## config.mk

```make
export PLATFORM = sky130hd
export DESIGN_NAME = fifo_rd_arbiter
export DESIGN_NICKNAME = d
export VERILOG_FILES = /design/src/rtl/fifo_rd_arbiter.sv
export SDC_FILE = /design/constraint.sdc
export NUM_CORES = 1
export LEC_CHECK = 0
export BUFFER_PORTS_ARGS = -buffer_cell sky130_fd_sc_hd__buf_2
export CAP_MARGIN = 20
export CORE_AREA = 2 2 39 41
export CTS_BUF_LIST = sky130_fd_sc_hd__clkbuf_4 sky130_fd_sc_hd__clkbuf_8
export CTS_CLUSTER_SIZE = 16
export DETAILED_ROUTE_END_ITERATION = 6
export DIE_AREA = 0 0 41 43
export PLACE_DENSITY = 0.67
export SETUP_SLACK_MARGIN = 0.5
export SYNTH_ARGS = -nofsm -noshare
export SYNTH_HDL_FRONTEND = slang
export SYNTH_SLANG_ARGS = --single-unit
```

## constraint.sdc

```tcl
create_clock -name i_clk -period 5.4 [get_ports i_clk]
set_clock_uncertainty 0.2 [all_clocks]
set_input_delay 1.35 -clock i_clk [delete_from_list [all_inputs] [get_ports i_clk]]
set_output_delay 1.35 -clock i_clk [all_outputs]
set_load 0.05 [all_outputs]
```

## src/rtl/fifo_rd_arbiter.sv

```systemverilog
// Round-robin arbiter sharing one FIFO read port among N_REQ requesters, with registered return tagging.
// Define FIFO_RD_ARB_BURST_EN to hold a grant for up to BURST_LEN consecutive pops.
module fifo_rd_arbiter #(
   parameter int N_REQ      = 4,
   parameter int DATA_WIDTH = 8,
   parameter int BURST_LEN  = 4
) (
   input  logic                     i_clk,
   input  logic                     i_rstn,
   input  logic [N_REQ-1:0]         i_req,
   output logic [N_REQ-1:0]         o_gnt,
   input  logic                     i_fifo_empty,
   output logic                     o_fifo_rd_en,
   input  logic [DATA_WIDTH-1:0]    i_fifo_rdata,
   output logic [DATA_WIDTH-1:0]    o_rdata,
   output logic                     o_rvalid,
   output logic [$clog2(N_REQ)-1:0] o_rid
);

   localparam int IDX_W = $clog2(N_REQ);

   if (N_REQ < 2 || N_REQ > 16) begin : g_bad_n_req
      $error("fifo_rd_arbiter: N_REQ out of range");
   end
   if (BURST_LEN < 1 || BURST_LEN > 255) begin : g_bad_burst_len
      $error("fifo_rd_arbiter: BURST_LEN out of range");
   end

   logic [IDX_W-1:0] prio_ptr_q, prio_ptr_d;
   logic [IDX_W-1:0] search_start;
   logic [IDX_W-1:0] gnt_idx;
   logic             req_found;
   logic             grant_vld;
   logic             rvalid_q;
   logic [IDX_W-1:0] rid_q;

   function automatic logic [IDX_W-1:0] next_idx(input logic [IDX_W-1:0] idx);
      if (idx == IDX_W'(N_REQ - 1)) begin
         return '0;
      end
      return idx + 1'b1;
   endfunction

   // First requester at or after search_start, wrapping modulo N_REQ.
   always_comb begin
      gnt_idx   = '0;
      req_found = 1'b0;
      for (int i = 0; i < N_REQ; i++) begin
         int j;
         j = int'(search_start) + i;
         if (j >= N_REQ) begin
            j = j - N_REQ;
         end
         if (!req_found && i_req[j]) begin
            req_found = 1'b1;
            gnt_idx   = IDX_W'(j);
         end
      end
   end

   assign grant_vld = req_found && !i_fifo_empty;

   always_comb begin
      o_gnt = '0;
      if (grant_vld) begin
         o_gnt[gnt_idx] = 1'b1;
      end
   end

   assign o_fifo_rd_en = grant_vld;

`ifdef FIFO_RD_ARB_BURST_EN
   logic             lock_q, lock_d;
   logic [IDX_W-1:0] lock_idx_q, lock_idx_d;
   logic [7:0]       cnt_q, cnt_d;
   logic [7:0]       cnt_new;

   // While locked the search starts at the owner, so it keeps winning as long as it requests.
   assign search_start = lock_q ? lock_idx_q : prio_ptr_q;

   always_comb begin
      lock_d     = lock_q;
      lock_idx_d = lock_idx_q;
      cnt_d      = cnt_q;
      prio_ptr_d = prio_ptr_q;
      cnt_new    = '0;
      if (!i_fifo_empty) begin
         if (lock_q && !i_req[lock_idx_q]) begin
            lock_d     = 1'b0;
            cnt_d      = '0;
            prio_ptr_d = next_idx(lock_idx_q);
         end
         if (grant_vld) begin
            cnt_new = ((lock_q && gnt_idx == lock_idx_q) ? cnt_q : 8'd0) + 8'd1;
            if (cnt_new >= 8'(BURST_LEN)) begin
               lock_d     = 1'b0;
               cnt_d      = '0;
               prio_ptr_d = next_idx(gnt_idx);
            end else begin
               lock_d     = 1'b1;
               lock_idx_d = gnt_idx;
               cnt_d      = cnt_new;
            end
         end
      end
   end

   always_ff @(posedge i_clk or negedge i_rstn) begin
      if (!i_rstn) begin
         lock_q     <= 1'b0;
         lock_idx_q <= '0;
         cnt_q      <= '0;
      end else begin
         lock_q     <= lock_d;
         lock_idx_q <= lock_idx_d;
         cnt_q      <= cnt_d;
      end
   end
`else
   assign search_start = prio_ptr_q;

   always_comb begin
      prio_ptr_d = prio_ptr_q;
      if (grant_vld) begin
         prio_ptr_d = next_idx(gnt_idx);
      end
   end
`endif

   always_ff @(posedge i_clk or negedge i_rstn) begin
      if (!i_rstn) begin
         prio_ptr_q <= '0;
         rvalid_q   <= 1'b0;
         rid_q      <= '0;
      end else begin
         prio_ptr_q <= prio_ptr_d;
         rvalid_q   <= grant_vld;
         if (grant_vld) begin
            rid_q <= gnt_idx;
         end
      end
   end

   assign o_rvalid = rvalid_q;
   assign o_rid    = rid_q;
   assign o_rdata  = rvalid_q ? i_fifo_rdata : '0;

endmodule

```

## Word-level counts from Yosys, hierarchy flattened

Cells that the tools add are included.

- Bits in registers: 5
- Output and inout bits: 16
- Word-level logic and storage cells: 63

- $add $sub $neg: 8
- $lt $le $gt $ge: 10
- Eq/ne operators: 1
- Muxes and demuxes: 32
- Reduce and logical (&&, ||, !) cells: 9

Operators with widths:

| operator | count |
|---|---|
| < comparator 32 x 4 -> 1 bit (second input constant) | 4 |
| 2-to-1 mux 32 bit | 4 |
| 2-to-1 mux 1 bit | 15 |
| 2-to-1 mux 2 bit | 6 |
| subtractor 3 x 3 -> 4 bit (second input constant) | 3 |
| greater-or-equal comparator 3 bit (second input constant) | 3 |
| binary-select mux 1 bit (select 2 bit) | 4 |
| 2-to-1 mux 8 bit | 1 |
| adder 2 x 2 -> 3 bit (second input constant) | 2 |
| logical AND 1 bit | 5 |
| zero test 1 bit | 4 |
| 2-to-1 mux 4 bit | 1 |
| subtractor 2 x 3 -> 4 bit (second input constant) | 1 |
| adder 2 x 1 -> 3 bit (second input constant) | 1 |
| greater-or-equal comparator 2 x 3 -> 1 bit (second input constant) | 1 |
| < comparator 2 x 3 -> 1 bit (second input constant) | 1 |
| adder 2 x 1 -> 2 bit (second input constant) | 1 |
| demux 1 bit (select 2 bit) | 1 |
| == test 2 bit (second input constant) | 1 |
| greater-or-equal comparator 2 x 1 -> 1 bit (second input constant) | 1 |

## Logic depth before layout (Yosys ltp)

Gate-level depths: netlist of the first run.

- Depth after elaboration: 20
- Mapped depth: 6

## Least setup slack after synthesis of the first run

No wires, ideal clock.

- Path type: input -> output
- Start point: in i_req[0]
- End point: out o_gnt[3]
- Arrival time: 2742 ps
- Required time: 3850 ps
- Path slack: 1108 ps
- Stages on the path: 6
- Buffers on the path: 1
- Cell sequence: or4_1 buf_2 o21a_1 and3_1 ha_1 and3_2

- Cells in the longest elaborated chain, start to end: 18
- Elaborated cells on any way between the ends: 33
- Those cells by class: order compare (2); mux (23); reduce/logical (8)

Ends and longest elaborated chain:

| item | RTL line | source |
|---|---|---|
| from (decl) | 10 | `input logic [N_REQ-1:0] i_req,` |
| binary-select mux 1 bit (select 2 bit) | 54 | `if (!req_found && i_req[j]) begin` |
| 2-to-1 mux 1 bit (implied by the code) (2 in a row) | 54 |  |
| 2-to-1 mux 1 bit | 54 |  |
| zero test 1 bit | 54 |  |
| logical AND 1 bit | 54 |  |
| 2-to-1 mux 1 bit | 54 |  |
| zero test 1 bit | 54 |  |
| logical AND 1 bit | 54 |  |
| [2 not listed] | n/a |  |
| logical AND 1 bit | 54 |  |
| 2-to-1 mux 2 bit (*) | 54 |  |
| net gnt_idx[0] | 31 | `logic [IDX_W-1:0] gnt_idx;` |
| < comparator 2 x 3 -> 1 bit (implied by the code) / greater-or-equal comparator 2 x 1 -> 1 bit (equally long branches) | 66 | `o_gnt[gnt_idx] = 1'b1;` |
| logical AND 1 bit (implied by the code) | 66 |  |
| 2-to-1 mux 1 bit (implied by the code) | 66 |  |
| demux 1 bit (select 2 bit) (*) | 66 |  |
| 2-to-1 mux 4 bit (*) | 65 | `if (grant_vld) begin` |
| to (decl) | 11 | `output logic [N_REQ-1:0] o_gnt,` |

Mark *: on every way through the listed nets, which the timed path passes. The rest lies on a longest branch. The select of a mux whose other input is x is not followed.

## Worst setup path after layout of the first run

Ends and elaborated chain as after synthesis.

==> results.py, run 1 <==
metrics = {
    "synthesis": {
        "synth_ff_type": "dfrtp_1",
        "synth_edf_count": 0,
        "ys_ff_latch": 5,
        "yosysUniqueCellTypes": 27,
        "syn_area_per_cell_sq_um": 9.12,
        "yosysSeqAreaShare_pct": 28.0,
        "netlist_instances": 49,
        "netlist_area_sq_um": 447,
        "synth-compound-area-share_pct": 17.1,
        "synth_xor_area_share_pct": 0,
        "syn_nets": 68,
        "synth-async-reset-ratio_pct": 100,
        "yosys.area_share.simple_pct": 35.9,
        "synthMuxAreaShare_pct": 5.04,
        "synthAdderAreaFrac_pct": 11.2,
        "synth_top_family_by_area": "simple AND/OR/NAND/NOR gates",
        "yosysWarnings": 0,
    },
    "cells_and_area": {
        "n_fill_cell": 142,
        "final_util_pct": 46.4,
        "syn_to_final_growth_pct": 43.7,
        "diodes": 0,
        "fin_area_sq_um": 642,
        "nets": 102,
        "drive_above_1_share_pct": 50.0,
    },
    "placement": {
        "postPlaceCellArea_sq_um": 612,
        "io_buffers": 30,
        "dp_hpwl_microns": 905,
        "globalplace.congestion": 0.687,
    },
    "critical_path": {
        "startpoint": "i_req[0]",
        "end_kind": "output port",
        "worst-endpoint-arrival_ps": 3020,
        "reg2regPathDepth": 5,
        "worstSetupPathType": "input pin to output port",
        "cp_data_required_time_ps": 3850,
        "r2r_slack_ps": 3360,
        "r2r_end": "prio_ptr_q[1]",
        "worstPathMaxFanout": 7,
        "critPathLaunchType": "input pin",
        "timing.rr.start": "prio_ptr_q[1]",
    },
    "clocking": {
        "h-tree-depth": 1,
        "cts_sinks": 5,
        "cts.repair.resized": 0,
        "cts_buffers": 3,
        "cts_buffer_depth": 2,
        "cts_tree": "built",
        "clk_pin_slew_ps": 40,
        "insertion_delay_ps": 230,
        "ctsHoldBuffers": 0,
        "post_cts_buffers": 0,
        "cts_root_buf": "clkbuf_4",
    },
    "global_routing": {
        "grt_pass1_vias": 457,
        "antenna_found_initial": 0,
        "grt.total_usage_pct": 14.2,
        "grt_pass1_wl_microns": 1760,
        "grt-ovfl-total": 0,
        "grt_max_degree": 10,
    },
    "power": {
        "internal_power_mw": 0.130,
        "pwr-share-comb_pct": 56.0,
        "clock_power_share_pct": 18.8,
        "seq_power_share_pct": 25.2,
        "switching_share_pct": 47.4,
        "ir_drop_mv": 0.167,
        "switchingPower_mw": 0.117,
        "powerDensity_nw_per_um2": 384,
        "power.leakage_nw": 0.354,
    },
    "sta": {
        "clock.fmax_mhz": 219,
        "maxSlewHeadroom_pct": 74.9,
        "fin_crit_ps": 4570,
        "final_max_slew_viol_count": 0,
        "rsz0062_at_grt": "no",
        "tightest_slew_ps": 373,
        "period_share_pct": 84.7,
        "finalHoldViolCount": 0,
        "timing.setup.tns_ps": 0,
        "finalSetupViolCount": 0,
    },
    "hold_path": {
        "worstHoldStart": "o_rid[1]",
        "hp-class": "flop to flop",
        "hold_depth": 2,
        "worstHoldEndpoint": "o_rid[1]",
    },
    "outcome": {
        "outcome": "complete, no violations",
    },
    "floorplan": {
        "pin_count": 31,
        "core_area_sq_um": 1380,
        "die_h_microns": 43,
        "start_util_pct": 32.3,
        "die_x_microns": 41,
        "placementRows": 14,
        "dieArea_sq_um": 1760,
    },
    "routing": {
        "vias": 474,
        "drtPass1Iterations": 4,
        "drc": 0,
        "via_per_inst": 4.84,
        "ant_nets": 0,
        "routed_wirelength_microns": 1040,
        "detail_route.wl_per_cell_microns": 10.6,
        "first_iter_violations": 3,
    },
    "job": {
        "cap_violations": 0,
    },
}
how the worst max path moves through the flow:
stage                     to  slack, ps  cells past startpoint
floorplan           o_gnt[3]       1110                      6
global placement    o_gnt[3]        870                      7
detailed placement  o_gnt[3]        830                      7
CTS                 o_gnt[3]        830                      7
global route        o_gnt[3]        760                      7
finish              o_gnt[3]        830                      7
per-layer routing:
metal,track usage [%],wire length (microns)
met1,17.0,436
met2,24.1,565
met3,1.57,36
met4,6.00,0
met5,0,0
area by class of cell:
| class | instances | area, sq um | share of cell area, % |
|---|---|---|---|
| clock buffer | 4 | 30.0 | 4.68 |
| inverter | 2 | 7.51 | 1.17 |
| sequential | 5 | 125 | 19.5 |
| multi-input combinational | 41 | 309 | 48.1 |
| tap | 16 | 20.0 | 3.12 |
| timing repair buffer | 30 | 150 | 23.4 |
logic make-up after synthesis:
kind of cell	Yosys count
flops	5
buf+inv	3
fa+ha+maj	4
compound gates	10
mux	2
simple gates	25
critical path: stages:
cell	delay, ps
buf_2	120
or4_1	630
o21a_1	170
and3_1	200
ha_1	170
and3_2	180
buf_2	200
metrics by stage:
stage	power [mW]	std cells	setup slack, ps	hold WS, ps
floorplan	0.167	49	1110	386
global placement	0.199	94	871	306
detailed placement	0.202	94	832	306
CTS	0.250	98	832	318
global route	0.267	98	762	368
finish	0.247	98	827	306
synthesized netlist by cell type (2+ instances only):
cell type,instances,area [sq um]
ha_1,4,50.1
nand2b_1,2,12.5
mux2_2,2,22.5
nor2_1,2,7.51
dfrtp_1,5,125
inv_1,2,7.51
and3_2,4,30.0
and2_1,8,50.1
a21boi_0,2,15.0
sequential cells by signal, summed over array words and instances (netlist names):
name	count
o_rvalid	1
o_rid	2
prio_ptr_q	2
power by group through the flow:
stage / clock network (mW) / logic [mW] / registers, mW
final: 0.0465 / 0.138 / 0.0621
after global routing: 0.0508 / 0.151 / 0.0650
after CTS: 0.0486 / 0.139 / 0.0620
after detailed placement: 0 / 0.139 / 0.0624
after global placement: 0 / 0.137 / 0.0623
after floorplan: 0 / 0.0894 / 0.0776
cells in the final DEF (no fill, tap or decap), drive strengths merged:
cell    synthesis  layout
nand2b          2       2
o31ai           1       1
o21ai           1       1
nor2            2       2
or2b            1       1
nor4            1       1
nand3b          1       1
and3            5       5
clkbuf          0       4
or4             1       1
a21oi           1       1
nor3            1       1
o21a            1       1
nand4b          1       1
o41ai           1       1
or3             1       1
a21boi          2       2
inv             2       2
a41o            1       1
and2            8       8
ha              4       4
buf             1      30
dfrtp           5       5
a41oi           1       1
a21o            1       1
nand3           1       1
mux2            2       2
(Power assumes the default switching activity.)
==> run 2, diff against run 1 <==
PLACE_DENSITY = 0.7   (was 0.67)
clock period = 3.7 ns   (was 5.4 ns; I/O delays follow)
==> run 2 against run 1 <==
Net effect: design area rose by 21%; sequential share of layout area fell by 3.3 points; sequential cell count did not move; total power rose by 68%; largest power group unchanged; clock-buffer cell count did not move; via count up 2.5%; combinational power rose by 83%; die area stayed put; worst setup slack worse by 550 ps; critical endpoint unchanged; hold slack worse by 16 ps; first-iteration DRC count rose to 3.3 times the previous value; critical path type unchanged; final cell count rose by 2.0%.
==> results.py, run 2 (synthesis results as in run 1) <==
metrics = {
    "power": {
        "internal_power_mw": 0.226,
        "fin_total_pwr_mw": 0.415,
        "ir_drop_mv": 0.333,
        "switchingPower_mw": 0.189,
        "seq_power_share_pct": 22.5,
        "powerDensity_nw_per_um2": 536,
        "pwr-share-comb_pct": 60.9,
        "switching_share_pct": 45.5,
        "clock_power_share_pct": 16.6,
        "power.leakage_nw": 0.380,
    },
    "placement": {
        "globalplace.congestion": 0.700,
        "dp_hpwl_microns": 906,
        "place_inst": 94,
        "io_buffers": 30,
        "postPlaceCellArea_sq_um": 641,
    },
    "clocking": {
        "clk_pin_slew_ps": 40,
        "cts_sinks": 5,
        "h-tree-depth": 1,
        "cts_buffers": 3,
        "cts_tree": "built",
        "ctsHoldBuffers": 0,
        "cts_root_buf": "clkbuf_4",
        "insertion_delay_ps": 240,
        "cts_buffer_depth": 2,
    },
    "cells_and_area": {
        "fin_area_sq_um": 774,
        "final_cell_mix": "buf_2, and2_1, and3_4, buf_8, dfrtp_1",
        "layout_commonest_cell": "buf_2",
        "drive_above_1_share_pct": 58.3,
        "nets": 104,
        "final_util_pct": 56.0,
        "stdcell_count": 100,
        "diodes": 0,
        "syn_to_final_growth_pct": 73.4,
    },
    "critical_path": {
        "critPathLaunchType": "input pin",
        "cpLargestDelayFamily": "simple AND/OR/NAND/NOR gates",
        "worst-endpoint-arrival_ps": 2300,
        "cp_slowest_cell": "or4_4",
        "end_kind": "output port",
        "worstPathMaxFanout": 2,
        "path_buf_inv": 2,
        "max_stage_delay_ps": 520,
        "cp_data_required_time_ps": 2570,
        "crit_chain": "buf_8, or4_4, o21a_1, and3_4, ha_4, and3_4, buf_8",
        "worstSetupPathType": "input pin to output port",
    },
    "routing": {
        "ant_nets": 0,
        "drtPass1Iterations": 4,
        "routed_wirelength_microns": 1110,
        "first_iter_violations": 10,
        "via_per_inst": 4.86,
        "vias": 486,
        "detail_route.wl_per_cell_microns": 11.1,
        "drc": 0,
    },
    "sta": {
        "tightest_slew_ps": 335,
        "final_max_slew_viol_count": 0,
        "rsz0062_at_grt": "yes",
        "period_share_pct": 92.5,
        "finalSetupViolCount": 0,
        "fin_crit_ps": 3420,
        "finalHoldViolCount": 0,
        "timing.setup.tns_ps": 0,
        "clock.fmax_mhz": 292,
        "maxSlewHeadroom_pct": 77.5,
    },
    "global_routing": {
        "grt_max_degree": 10,
        "grt_pass1_vias": 396,
        "grt_pass1_wl_microns": 1670,
        "antenna_found_initial": 0,
        "grt-ovfl-total": 0,
        "grt.total_usage_pct": 13.9,
    },
    "floorplan": {
        "dieArea_sq_um": 1760,
        "pin_count": 31,
        "die_h_microns": 43,
        "start_util_pct": 32.3,
        "core_area_sq_um": 1380,
        "placementRows": 14,
        "die_x_microns": 41,
    },
    "hold_path": {
        "hp-class": "input pin to async pin",
    },
    "outcome": {
        "outcome": "complete, no violations",
    },
    "job": {
        "cap_violations": 0,
    },
}
-- run 2: changes by cell type in the layout (fill, tap and decap cells not counted), moves of 2 or more --
| cell | delta |
|---|---|
| and3_4 | +5 |
| ha_4 | +2 |
| buf_8 | +5 |
| ha_1 | -2 |
| and3_2 | -4 |
| buf_4 | +3 |
| buf_2 | -7 |
-- run 2: power groups by stage --
| stage | clock, mW | sequential (mW) | combinational, mW |
|---|---|---|---|
| 6_report | 0.0688 | 0.0934 | 0.253 |
| 5_1_grt | 0.0788 | 0.0956 | 0.274 |
| 4_1_cts | 0.0727 | 0.0924 | 0.252 |
| 3_5_place_dp | 0 | 0.0917 | 0.216 |
| 3_3_place_gp | 0 | 0.0908 | 0.214 |
| 2_1_floorplan | 0 | 0.113 | 0.145 |
-- run 2: area by class of cell --
type	instances	area, sq um
Clock buffer	4	30.0
Fill cell	123	609
Inverter	2	7.51
Multi-Input combinational cell	41	368
Sequential cell	5	125
Tap cell	16	20.0
Timing Repair Buffer	32	224
-- run 2: stage by stage --
step                      hold slack, ps  setup WS, ps
after global routing                 274           244
after detailed placement             292           131
after CTS                            283           277
after global placement               295           151
final                                290           279
after floorplan                      386           380
-- run 2: path summary, 6_finish.rpt --
kind,start,end,slack (ps),cells after the start
min in group i_clk,o_rid[1],o_rid[1],300,2
min reg2reg,o_rid[1],o_rid[1],300,2
max in group asynchronous,i_rstn,o_rid[0],2880,1
max,i_req[2],o_gnt[3],280,7
min,i_rstn,o_rid[1],290,1
max reg2reg,prio_ptr_q[1],prio_ptr_q[1],1730,5
-- run 2: what timing repair did --
item | 4_1_cts | 5_1_grt
pin swaps | 1 | 0
buffers inserted | 2 | 0
endpoints found under the setup margin | 4 | 4
resized for setup | 19 | 3
endpoints found under the hold margin | 0 | 0
-- run 2: routing by layer --
layer,routed length (microns),track usage [%]
met2,584,21.3
met4,0,4.00
met5,0,0
met1,475,17.9
met3,49,4.71
==> run 3, diff against run 2 <==
PLACE_DENSITY = 0.67   (was 0.7)
RECOVER_POWER = 100   (was not set)
clock period = 3.22 ns   (was 3.7 ns; I/O delays follow)
==> run 3 against run 2 <==
Net effect: the run now ends with negative setup slack left; register-to-register slack worse by 560 ps; design area is 8.4% higher; worst setup slack worse by 280 ps; critical path type unchanged; hold slack worse by 87 ps; critical path depth stayed put.
==> results.py, run 3 (synthesis results as in run 1) <==
metrics = {
    "sta": {
        "hold_slack_ps": 203,
        "final_max_slew_viol_count": 0,
        "period_share_pct": 100,
        "maxSlewHeadroom_pct": 78.3,
        "fin_crit_ps": 3230,
        "clock.fmax_mhz": 310,
        "finalHoldViolCount": 0,
        "setup_ws_ps": -5.04,
        "tightest_slew_ps": 324,
        "rsz0062_at_grt": "yes",
        "finalSetupViolCount": 1,
    },
    "global_routing": {
        "antenna_found_initial": 0,
        "grt_max_degree": 10,
        "grt_pass1_wl_microns": 2150,
        "grt_pass1_vias": 537,
        "grt-ovfl-total": 0,
        "grt.total_usage_pct": 18.1,
    },
    "critical_path": {
        "worstPathMaxFanout": 3,
        "end_kind": "output port",
        "reg2regPathDepth": 5,
        "cp_data_required_time_ps": 2210,
        "worstSetupPathType": "input pin to output port",
        "worst-endpoint-arrival_ps": 2220,
        "critPathLaunchType": "input pin",
    },
    "floorplan": {
        "start_util_pct": 32.3,
        "dieArea_sq_um": 1760,
        "pin_count": 31,
        "core_area_sq_um": 1380,
        "die_h_microns": 43,
        "die_x_microns": 41,
        "placementRows": 14,
    },
    "power": {
        "ir_drop_mv": 0.352,
        "power.leakage_nw": 0.399,
        "powerDensity_nw_per_um2": 609,
    },
    "placement": {
        "globalplace.congestion": 0.739,
        "postPlaceCellArea_sq_um": 663,
        "dp_hpwl_microns": 984,
        "io_buffers": 30,
        "place_inst": 97,
    },
    "clocking": {
        "h-tree-depth": 1,
        "cts_buffers": 3,
        "cts_tree": "built",
        "insertion_delay_ps": 240,
        "cts_root_buf": "clkbuf_4",
        "cts_buffer_depth": 2,
        "cts_sinks": 5,
        "clk_pin_slew_ps": 40,
    },
    "cells_and_area": {
        "final_cell_mix": "buf_2, and2_1",
        "syn_to_final_growth_pct": 88.0,
        "drive_above_1_share_pct": 63.2,
        "diodes": 0,
        "layout_commonest_cell": "buf_2",
        "final_util_pct": 60.7,
        "stdcell_count": 103,
        "nets": 107,
        "fin_area_sq_um": 840,
    },
    "routing": {
        "first_iter_violations": 3,
        "detail_route.wl_per_cell_microns": 14.2,
        "drc": 0,
        "drtPass1Iterations": 4,
        "via_per_inst": 5.07,
        "vias": 522,
        "routed_wirelength_microns": 1470,
        "ant_nets": 0,
    },
    "outcome": {
        "outcome": "finished with violations",
        "violations": "negative setup slack",
    },
    "hold_path": {
        "hp-class": "input pin to async pin",
    },
    "job": {
        "cap_violations": 0,
    },
}
## run 3: worst paths after layout
check | from | to | slack [ps]
max | i_req[3] | o_gnt[3] | -5
min | i_rstn | prio_ptr_q[1] | 200
max reg2reg | prio_ptr_q[1] | prio_ptr_q[1] | 1170
min reg2reg | o_rid[1] | o_rid[1] | 320
max in group asynchronous | i_rstn | o_rid[0] | 2410
min in group i_clk | o_rid[1] | o_rid[1] | 320
## run 3: timing repair
action,4_1_cts,5_1_grt
hold buffers,0,0
endpoints found under the hold margin,0,0
setup buffers,1,1
resized for setup,17,14
setup endpoints to repair,5,5
pin swaps,4,4
## run 3: cell type report
class / count / area (sq um)
clock buffers: 4 / 30.0
repair buffers: 35 / 255
multi-input cells: 41 / 402
flip-flops and latches: 5 / 125
inverters: 2 / 7.51
fillers: 125 / 544
well taps: 16 / 20.0
## run 3: power breakdown
group          switching, mW  internal, mW  total, mW
Sequential            0.0285        0.0821      0.111
Clock                 0.0244        0.0552     0.0795
Combinational          0.185         0.136      0.321
## run 3: stage by stage
step	TNS, ps	setup WS (ps)	total power, mW
detailed placement	-110	-44.1	0.360
finish	-5.04	-5.04	0.511
global placement	-5.60	-5.60	0.352
floorplan	0	140	0.297
global route	-69.7	-39.3	0.551
CTS	0	30.4	0.490
## run 3: layer usage
metal / vias up / global-route usage (%) / part of all wire [%]
li1: 256 / - / -
met1: 255 / 18.2 / 36
met2: 11 / 32.2 / 62
met3: 0 / 3.14 / 2.3
met4: 0 / 10.0 / 0
met5: - / 0 / 0
## run 3: critical path: stages
cell    delay, ps
buf_8         100
or4_4         520
o21a_1        160
and3_4        180
ha_4          150
and3_4        160
buf_8         140
